==> config.mk <==
export PLATFORM = sky130hd
export DESIGN_NAME = sap_core_param
export DESIGN_NICKNAME = d
export VERILOG_FILES = /design/src/rtl/sap_core_param.sv
export SDC_FILE = /design/constraint.sdc
export NUM_CORES = 1
export LEC_CHECK = 0
export CAP_MARGIN = 15
export CORE_ASPECT_RATIO = 0.5
export CORE_MARGIN = 10
export CORE_UTILIZATION = 55
export CTS_CLUSTER_DIAMETER = 200
export DETAILED_ROUTE_END_ITERATION = 8
export GPL_TIMING_DRIVEN = 1
export PLACE_DENSITY = 0.72
export RECOVER_POWER = 100
export SYNTH_ARGS = -nofsm -noshare
export SYNTH_HDL_FRONTEND = slang
export SYNTH_SLANG_ARGS = --single-unit
==> constraint.sdc <==
create_clock -name clk -period 10.1 [get_ports clk]
set_clock_uncertainty 0.05 [all_clocks]
set_input_delay 1.01 -clock clk [delete_from_list [all_inputs] [get_ports clk]]
set_output_delay 1.01 -clock clk [all_outputs]
set_load 0.05 [all_outputs]
==> src/rtl/sap_core_param.sv <==
// Parametrised SAP-class accumulator CPU: unified program/data RAM, carry and
// zero flags, conditional jumps, STA, program-load port and run/halt control.
module sap_core_param #(
  parameter int DATA_W = 8,
  parameter int ADDR_W = 4
) (
  input  logic              clk,
  input  logic              clr,
  input  logic              run,
  input  logic              prog_we,
  input  logic [ADDR_W-1:0] prog_addr,
  input  logic [DATA_W-1:0] prog_data,
  output logic [DATA_W-1:0] out,
  output logic              out_valid,
  output logic              halted,
  output logic              busy
);

  localparam int DEPTH = 1 << ADDR_W;

  typedef enum logic [2:0] {
    S_IDLE,
    S_F_ADDR,
    S_F_INST,
    S_EXEC1,
    S_EXEC2,
    S_HALT
  } state_t;

  // Opcodes 8..D are not listed; they fall through as NOPs.
  typedef enum logic [3:0] {
    OP_LDA = 4'h0,
    OP_ADD = 4'h1,
    OP_SUB = 4'h2,
    OP_STA = 4'h3,
    OP_LDI = 4'h4,
    OP_JMP = 4'h5,
    OP_JC  = 4'h6,
    OP_JZ  = 4'h7,
    OP_OUT = 4'hE,
    OP_HLT = 4'hF
  } op_t;

  state_t            state;
  logic [ADDR_W-1:0] pc;
  logic [ADDR_W-1:0] mar;
  op_t               ir_op;
  logic [ADDR_W-1:0] ir_arg;
  logic [DATA_W-1:0] a;
  logic              c_flag;
  logic              z_flag;

  logic [DATA_W-1:0] mem [DEPTH];
  logic [DATA_W-1:0] mem_rd;
  logic              mem_we;
  logic [ADDR_W-1:0] mem_waddr;
  logic [DATA_W-1:0] mem_wdata;

  // One extra bit on each ALU result carries the carry / borrow out.
  logic [DATA_W:0]   sum;
  logic [DATA_W:0]   diff;

  assign mem_rd = mem[mar];

  always_comb begin
    sum  = {1'b0, a} + {1'b0, mem_rd};
    diff = {1'b0, a} - {1'b0, mem_rd};
  end

  // The IR only keeps the opcode and operand fields; the bits in between are
  // never looked at, so they are not stored.

  // NOTE: every output of an always_comb gets a default first, so no path
  // through the block leaves a signal unassigned and no latch is inferred.
  always_comb begin
    mem_we    = 1'b0;
    mem_waddr = prog_addr;
    mem_wdata = prog_data;
    if (state == S_EXEC2 && ir_op == OP_STA) begin
      mem_we    = 1'b1;
      mem_waddr = mar;
      mem_wdata = a;
    end else if ((state == S_IDLE || state == S_HALT) && prog_we) begin
      mem_we = 1'b1;
    end
  end

  // NOTE: the RAM array has no reset; program contents survive clr and the
  // array maps onto plain RAM without a per-word clear path.
  always_ff @(posedge clk) begin
    if (mem_we) begin
      mem[mem_waddr] <= mem_wdata;
    end
  end

  // NOTE: all sequential state uses non-blocking assignments so every register
  // samples the pre-edge values, independent of statement order.
  always_ff @(posedge clk or negedge clr) begin
    if (!clr) begin
      state     <= S_IDLE;
      pc        <= '0;
      mar       <= '0;
      ir_op     <= OP_LDA;
      ir_arg    <= '0;
      a         <= '0;
      c_flag    <= 1'b0;
      z_flag    <= 1'b0;
      out       <= '0;
      out_valid <= 1'b0;
      halted    <= 1'b0;
      busy      <= 1'b0;
    end else begin
      out_valid <= 1'b0;
      case (state)
        S_IDLE: begin
          if (run) begin
            state <= S_F_ADDR;
            busy  <= 1'b1;
          end
        end

        S_F_ADDR: begin
          mar   <= pc;
          state <= S_F_INST;
        end

        S_F_INST: begin
          ir_op  <= op_t'(mem_rd[DATA_W-1 -: 4]);
          ir_arg <= mem_rd[ADDR_W-1:0];
          pc     <= pc + ADDR_W'(1);
          state  <= S_EXEC1;
        end

        S_EXEC1: begin
          state <= S_F_ADDR;
          case (ir_op)
            OP_LDA, OP_ADD, OP_SUB, OP_STA: begin
              mar   <= ir_arg;
              state <= S_EXEC2;
            end
            OP_LDI: a <= {{(DATA_W-ADDR_W){1'b0}}, ir_arg};
            OP_JMP: pc <= ir_arg;
            OP_JC:  if (c_flag) pc <= ir_arg;
            OP_JZ:  if (z_flag) pc <= ir_arg;
            OP_OUT: begin
              out       <= a;
              out_valid <= 1'b1;
            end
            OP_HLT: begin
              state  <= S_HALT;
              halted <= 1'b1;
              busy   <= 1'b0;
            end
            default: ;
          endcase
        end

        S_EXEC2: begin
          state <= S_F_ADDR;
          case (ir_op)
            OP_LDA: a <= mem_rd;
            OP_ADD: begin
              a      <= sum[DATA_W-1:0];
              c_flag <= sum[DATA_W];
              z_flag <= (sum[DATA_W-1:0] == '0);
            end
            OP_SUB: begin
              // Carry set means no borrow, i.e. A >= M unsigned.
              a      <= diff[DATA_W-1:0];
              c_flag <= ~diff[DATA_W];
              z_flag <= (diff[DATA_W-1:0] == '0);
            end
            default: ;
          endcase
        end

        S_HALT: begin
          if (!run) begin
            state  <= S_IDLE;
            pc     <= '0;
            mar    <= '0;
            halted <= 1'b0;
          end
        end

        default: state <= S_IDLE;
      endcase
    end
  end

endmodule

# After elaboration in Yosys (flattened, before gate mapping)
# Memory sizes are Yosys's and may differ from the RTL's.
# Index checks and enable logic that the tools add are counted.
# op_classes
n_eq_ne	23
n_bitwise	1
n_reduce_logical	22
addsub	3
n_mux	30
# op_table
cell	n
4-bit case mux with 3 select lines	3
8-bit case mux with 3 select lines	1
4-bit two-way mux	5
3-bit case mux with 6 select lines	1
4-bit by 3-bit equality test with 1-bit output, second input constant	4
8-bit logical NOT	2
8-bit two-way mux	2
8-bit case mux with 2 select lines	1
3-bit AND reduction	4
1-bit two-way mux	10
8-bit by 8-bit adder with 9-bit output	1
8-bit by 8-bit subtractor with 9-bit output	1
4-bit by 2-bit equality test with 1-bit output, second input constant	2
4-bit equality test, second input constant	2
1-bit case mux with 2 select lines	4
2-bit nonzero test	4
3-bit by 2-bit equality test with 1-bit output, second input constant	2
3-bit equality test, second input constant	2
3-bit two-way mux	2
2-bit by 1-bit != test with 1-bit output, second input constant	3
3-bit != test, second input constant	2
3-bit case mux with 2 select lines	1
2-bit AND reduction	3
3-bit nonzero test	2
other kinds (13)	15
# word_totals
n_memories	1
ff_bits	40
word_cells	92
mem_bits_rw	128
# memory_table
memory	words	width	rd	rd_ports_with_merged_regs	wr	line_no	text
mem	16	8	1	0	1	53	logic [DATA_W-1:0] mem [DEPTH];

# Longest topological paths before layout
# Gate-level depths: netlist of the first run.
# logic_depth
word_depth	7
ltp_mapped	14
ltp_nobuf	12

# Worst setup path after synthesis of the first run
# No wires, ideal clock.
# synth_timing
path_type	register -> register
from	register mar[0]
to	register a[6]
arrival_ns	3.499
path_stages_with_launch	13
slack_ns	6.425
n_path_buf	2
required_time_ns	9.924
synth_period_minus_slack_ns	3.675
cell_sequence	dfrtp_1 buf_6 buf_8 mux4_2 mux4_2 ha_1 fa_1 nor2b_1 o311ai_0 nand3_1 o311ai_0 o22ai_1 a221o_1
# synth_via
elab_chain_cells	4
# synth_rtl
item	line_no	text
from (decl)	46	logic [ADDR_W-1:0] mar;
from (signal assigned)	123	mar <= pc;
from (signal assigned)	138	mar <= ir_arg;
memory read 16 x 8 bit (*)	n/a	
named net mem_rd[0]	54	logic [DATA_W-1:0] mem_rd;
8-bit by 8-bit subtractor with 9-bit output or 8-bit by 8-bit adder with 9-bit output (tied branches)	67, 66	
8-bit case mux with 3 select lines (*)	160	case (ir_op)
8-bit case mux with 2 select lines (*)	114	case (state)
to (signal assigned)	161	OP_LDA: a <= mem_rd;
to (signal assigned)	163	a <= sum[DATA_W-1:0];
to (signal assigned)	169	a <= diff[DATA_W-1:0];
to (decl)	49	logic [DATA_W-1:0] a;
# The timed path passes the listed nets; every way through them passes the cells marked *.
# A chain may end at the register's enable or synchronous reset.

# Worst setup path in the final report of the first run
# Same ends and word-level chain as after synthesis.

==> results_dict.tcl, run 1 <==
set metrics [dict create \
    worstSetupPathType "reg -> reg" \
    clock_sinks 168 \
    viasPerCell 6.11 \
    seq_area_frac_synth_pct 60.7 \
    violations "capacitance limit, slew limit" \
    clk_latency_ns 0.44 \
    fmax_mhz 170 \
    max_slew.worst_pin.slew_ns 2.78 \
    fp.dieW_um 190 \
    ff2ff_setup_slack_ns 4.21 \
    die_h_um 105 \
    synth_async_sr_flop_share_pct 23.8 \
    power_per_cell_area_mw_per_mm2 327 \
    ys.warnings.count 0 \
    path_max_fanout 37 \
    fin_crit_sh_pct 58.3 \
    fill_cells 1012 \
    ys_types 67 \
    area_delta_synth_final_pct 11.6 \
    final_area_mm2 0.00891 \
    synth_most_common_cell "edfxtp_1" \
    hold_violations 0 \
    yosys-top-cells-count "128 x edfxtp_1, 68 x nand2_1, 41 x nor2_1" \
    relSlewSlack_pct -85.5 \
    worstPathCellList "clkbuf_1 > mux4_2 > mux4_2 > ha_1 > fa_1 > nor2b_1 > o311ai_0 > nand3_1 > o311ai_0 > o22ai_1 > a221o_1" \
    register_area_mm2 0.00485 \
    grt_pass1_vias 4891 \
    critPathLaunchType "flip-flop" \
    grt_antenna_before_repair 0 \
    clockBufferDepth 2 \
    vias 4915 \
    fin_ws_ns 4.21 \
    path_clk_slew_ns 0.07 \
    post_cts_buffers 0 \
    synth_edf_count 128 \
    drc 0 \
    r2r_end "a[6]" \
    grt_overflow 0 \
    finalWirelength_mm 18.3 \
    cts-root-buf "clkbuf_16" \
    dpl_cell_area_mm2 0.00835 \
    drive_above_1_share_pct 13.7 \
    core-area_mm2 0.0139 \
    finalWorstPathRequiredPeriod_ns 5.89 \
    drt_pass1_iterations 5 \
    synth_ff_type "edfxtp_1" \
    max_cap_viol_count 2 \
    n_antenna_cell 0 \
    synth_cells 579 \
    worstHoldEndpoint "out[2]" \
    peakVddDrop_mv 0.165 \
    grt_max_degree 41 \
    drtAntennaViolNets 0 \
    hpwlAfterDp_mm 12.0 \
    cts_repair_resize_count 0 \
    drt-wirelength-per-cell_um 22.8 \
    worstPathRequired_ns 10.37 \
    netlist.area_leader.share_pct 48.2 \
    synthTopCellsByArea "edfxtp_1 48%, dfrtp_1 13%, mux4_2 9.9%" \
    r2r_cells 11 \
    status "finished with violations" \
    syn_area_mm2 0.00798 \
    hold_path.class "reg -> reg" \
    whs_path_depth 2 \
    setup_viol_count_final 0 \
    rows 30 \
    synth_seq_cells 168 \
    regToRegStartpoint "mar[0]" \
    numCtsBuffers 17 \
    grt_setup_unrepaired "no" \
    gp_congestion 0.969 \
    slowest_stage "clkbuf_1" \
    gr-usage-all-layers_pct 18.7 \
    yosys.area.top_type "edfxtp_1" \
    initial_utilization_pct 57.5 \
    place.port_buffers 26 \
    cts_tree "built" \
    final_util_pct 64.2 \
    dieArea_mm2 0.0200 \
    synth_nets 615 \
    grt_pass1_wl_mm 28.1 \
    setup_tns_ns 0 \
    nNetsFinal 636 \
    min_from "out[2]" \
    slowest_delay_ns 1.96 \
    worstSetupEndpointType "flip-flop" \
    p_leak_nw 3.23 \
    arrival_ns 6.16 \
    pre_cts_slack_ns 5.73 \
    slew_viol_final 79 \
    io_pins 27 \
    avgSynthCellArea_um2 13.8 \
    multiInputGateArea_mm2 0.00286 \
    cts_hold_buf 0 \
    drt-initial-drc-count 627 \
    cts_htree_levels 4 \
]
==> cells in the final DEF, fill, tap and decap left out, types with 6 or more instances in the layout <==
cell type / instances
a221oi_1: 6
o21ai_0: 22
clkbuf_16: 17
dlygate4sd3_1: 12
mux4_2: 35
nand2_1: 68
nor2_1: 41
nor3_1: 11
nand3_1: 6
edfxtp_1: 128
nand2b_1: 6
a21oi_1: 24
inv_1: 27
nor3b_1: 6
dfrtp_1: 39
clkdlybuf4s50_1: 13
mux2_2: 9
ha_1: 18
nor2b_1: 7
a31oi_1: 10
==> logic make-up (layout without fill, tap and decap cells) <==
| logic type | after synthesis | after routing | share of synthesized area, % |
|---|---|---|---|
| AO/OA/AOI/OAI | 107 | 107 | 9.02 |
| XOR/XNOR | 9 | 9 | 0.988 |
| adder cells (fa/ha/maj) | 20 | 20 | 3.32 |
| buffers and inverters | 56 | 89 | 3.28 |
| flip-flops | 168 | 168 | 60.7 |
| multiplexers | 49 | 49 | 12.6 |
| AND/OR/NAND/NOR | 170 | 170 | 10.1 |
==> critical path: cells and delay by family (launching register included) <==
kind | cells | cell delay, ns
AOI/OAI and AO/OA | 4 | 1.25
adders and majority gates | 2 | 0.64
and+or+nand+nor | 2 | 0.29
muxes | 2 | 1.23
DFF | 1 | 0.34
buffers and inverters | 1 | 1.96
==> power by group <==
| group | internal (mW) | total [mW] | switching [mW] | leakage [nW] |
|---|---|---|---|---|
| registers | 0.829 | 0.950 | 0.121 | 1.65 |
| logic | 0.538 | 1.32 | 0.779 | 1.29 |
| clock network | 0.350 | 0.648 | 0.298 | 0.282 |
==> layout make-up <==
cell class / instances / share of cell area, %
sequential: 168 / 54.4
multi-input combinational: 355 / 32.1
clock buffer: 17 / 4.77
timing repair buffer: 31 / 3.15
tap: 192 / 2.70
clock inverter: 14 / 1.74
inverter: 27 / 1.14
==> routing by layer <==
layer	global-route usage [%]	up-vias	share of wire, %
li1	-	2251	-
met1	24.3	2426	42
met2	27.8	200	46
met3	6.50	38	9.3
met4	7.99	0	2.6
met5	0	-	0
==> per-stage QoR <==
step / total power [mW] / hold slack, ns / instances
after floorplan: 1.95 / 0.428 / 579
after global placement: 2.25 / 0.408 / 773
after detailed placement: 2.26 / 0.412 / 773
after CTS: 2.91 / 0.428 / 804
after global routing: 3.09 / 0.455 / 804
final: 2.91 / 0.415 / 804
==> worst max-delay path by stage <==
stage	from	to	slack [ns]	depth (start not counted)
3_3_place_gp	mar[0]	a[6]	5.74	11
4_1_cts	mar[0]	a[6]	5.74	11
2_1_floorplan	mar[0]	a[6]	6.43	12
5_1_grt	mar[0]	a[6]	3.51	11
6_report	mar[0]	a[6]	4.21	11
3_5_place_dp	mar[0]	a[6]	5.73	11
==> registers in the layout (all words and copies together), names as in the netlist <==
signal / cells
mem: 128
a: 8
out: 8
ir_arg: 4
ir_op: 4
mar: 4
pc: 4
state: 3
busy: 1
c_flag: 1
halted: 1
out_valid: 1
z_flag: 1
Power figures use the tool's default switching activity.
==> run 2, diff against run 1 <==
clock period = 6 ns   (was 10.1 ns; I/O delays follow)
==> results_dict.tcl, run 2 (same netlist as run 1, synthesis figures left out) <==
set metrics [dict create \
    status "finished with violations" \
    violations "capacitance limit, slew limit" \
    worstPathCellList "buf_4 > mux4_2 > mux4_2 > fa_1 > nor2b_1 > o311ai_0 > nand3_1 > o311ai_0 > o22ai_1 > a221o_1" \
    grt_pass1_wl_mm 29.5 \
    cts_htree_levels 4 \
    grtUsageMet2_pct 29.6 \
    post_cts_buffers 0 \
    n_antenna_cell 0 \
    grt_pass1_vias 4920 \
    fp.dieW_um 190 \
    cts_hold_buf 0 \
    max_cap_viol_count 1 \
    drive_above_1_share_pct 13.7 \
    fmax_mhz 215 \
    top_register "mem" \
    cts_tree "built" \
    rows 30 \
    dieArea_mm2 0.0200 \
    p_leak_nw 3.22 \
    p_clk_share_pct 21.7 \
    grt_setup_unrepaired "no" \
    clk_latency_ns 0.43 \
    p_sw_share_pct 41.9 \
    dp.cells 773 \
    gr-usage-met3_pct 5.44 \
    worstSetupPathType "reg -> reg" \
    initial_utilization_pct 57.5 \
    crit_family "compound AO/OA/AOI/OAI gates" \
    drtAntennaViolNets 0 \
    fin_ws_ns 1.36 \
    numCtsBuffers 17 \
    viasPerCell 6.28 \
    drt-wirelength-per-cell_um 23.6 \
    fin_crit_sh_pct 77.4 \
    drt_pass1_iterations 5 \
    largest_register_ffs 128 \
    max_slew.worst_pin.slew_ns 2.26 \
    grt_overflow 0 \
    setup_viol_count_final 0 \
    die_h_um 105 \
    drc 0 \
    io_pins 27 \
    pwr-share-seq_pct 33.6 \
    layout_common_cells "128 x edfxtp_1, 68 x nand2_1, 42 x nor2_1, 39 x dfrtp_1, 35 x mux4_2" \
    critPathLaunchType "flip-flop" \
    gr-usage-all-layers_pct 19.4 \
    clockBufferDepth 2 \
    place.port_buffers 26 \
    path_max_fanout 25 \
    slowest_stage "dfrtp_2" \
    gp_congestion 0.928 \
    peakVddDrop_mv 0.236 \
    p_int_mw 2.84 \
    path_clk_slew_ns 0.08 \
    nNetsFinal 636 \
    power_per_cell_area_mw_per_mm2 549 \
    worstSetupEndpointType "flip-flop" \
    final_util_pct 64.1 \
    finalWirelength_mm 19.0 \
    vias 5052 \
    grt_max_degree 41 \
    switchingPower_mw 2.05 \
    power_mw 4.89 \
    largestRegisters "mem: 128 flops, a: 8 flops, out: 8 flops" \
    cts_repair_resize_count 0 \
    pre_cts_slack_ns 1.34 \
    instances_no_fill 805 \
    cts-root-buf "clkbuf_16" \
    cp.buffers_inverters 1 \
    drt-initial-drc-count 529 \
    setup_tns_ns 0 \
    worstPathRequired_ns 6.27 \
    core-area_mm2 0.0139 \
    relSlewSlack_pct -50.8 \
    use_met1_pct 26.2 \
    layout_commonest_cell "edfxtp_1" \
    hold_violations 0 \
    slew_viol_final 41 \
    area_delta_synth_final_pct 11.6 \
    finalWorstPathRequiredPeriod_ns 4.64 \
    hold_path.class "reg -> reg" \
    combPwrFrac_pct 44.7 \
    grt_antenna_before_repair 0 \
    arrival_ns 4.91 \
    top_usage_layer "met2" \
    slowest_delay_ns 0.88 \
    clock_sinks 168 \
    hpwlAfterDp_mm 12.4 \
]
==> run 2: power by group through the flow <==
stage | clock, mW | sequential, mW | combinational, mW
after floorplan | 0 | 1.58 | 1.69
after global placement | 0 | 1.66 | 2.17
after detailed placement | 0 | 1.66 | 2.17
after CTS | 1.08 | 1.64 | 2.18
after global routing | 1.12 | 1.67 | 2.38
final | 1.06 | 1.64 | 2.19
==> run 2: path summary, 6_finish.rpt <==
kind / to / depth (start not counted) / slack, ns / start
setup / recovery: a[6] / 10 / 1.36 / mar[0]
hold / removal: out[3] / 2 / 0.42 / out[3]
setup reg to reg: a[6] / 10 / 1.36 / mar[0]
hold reg to reg: out[3] / 2 / 0.42 / out[3]
max in group asynchronous: mar[0] / 1 / 3.63 / clr
min in group asynchronous: out[4] / 1 / 0.79 / clr
==> run 2: metal layers <==
| layer | wire length (um) | share of wire, % | vias to the layer above |
|---|---|---|---|
| met5 | 0 | 0 | - |
| met4 | 281 | 1.5 | 0 |
| met3 | 1680 | 8.8 | 31 |
| met2 | 8920 | 47 | 246 |
| met1 | 8140 | 43 | 2528 |
| li1 | - | - | 2247 |
==> run 2: metrics by stage <==
stage / hold WS, ns / area [um2]
final: 0.422 / 8910
after detailed placement: 0.415 / 8350
after global routing: 0.467 / 8910
after CTS: 0.280 / 8930
after floorplan: 0.254 / 7980
after global placement: 0.409 / 8350
==> run 2: worst min-delay path, stage by stage, from the launching register on <==
cell and delay, ns:
dfrtp_1 0.34, nand2_1 0.05, nand2_1 0.05
==> run 2: layout make-up <==
cell class                 count  area [um2]
inverter                      27         101
timing repair buffer          31         280
sequential                   168        4850
clock inverter                15         149
multi-input combinational    355        2870
fill                        1022        4980
tap                          192         240
clock buffer                  17         425
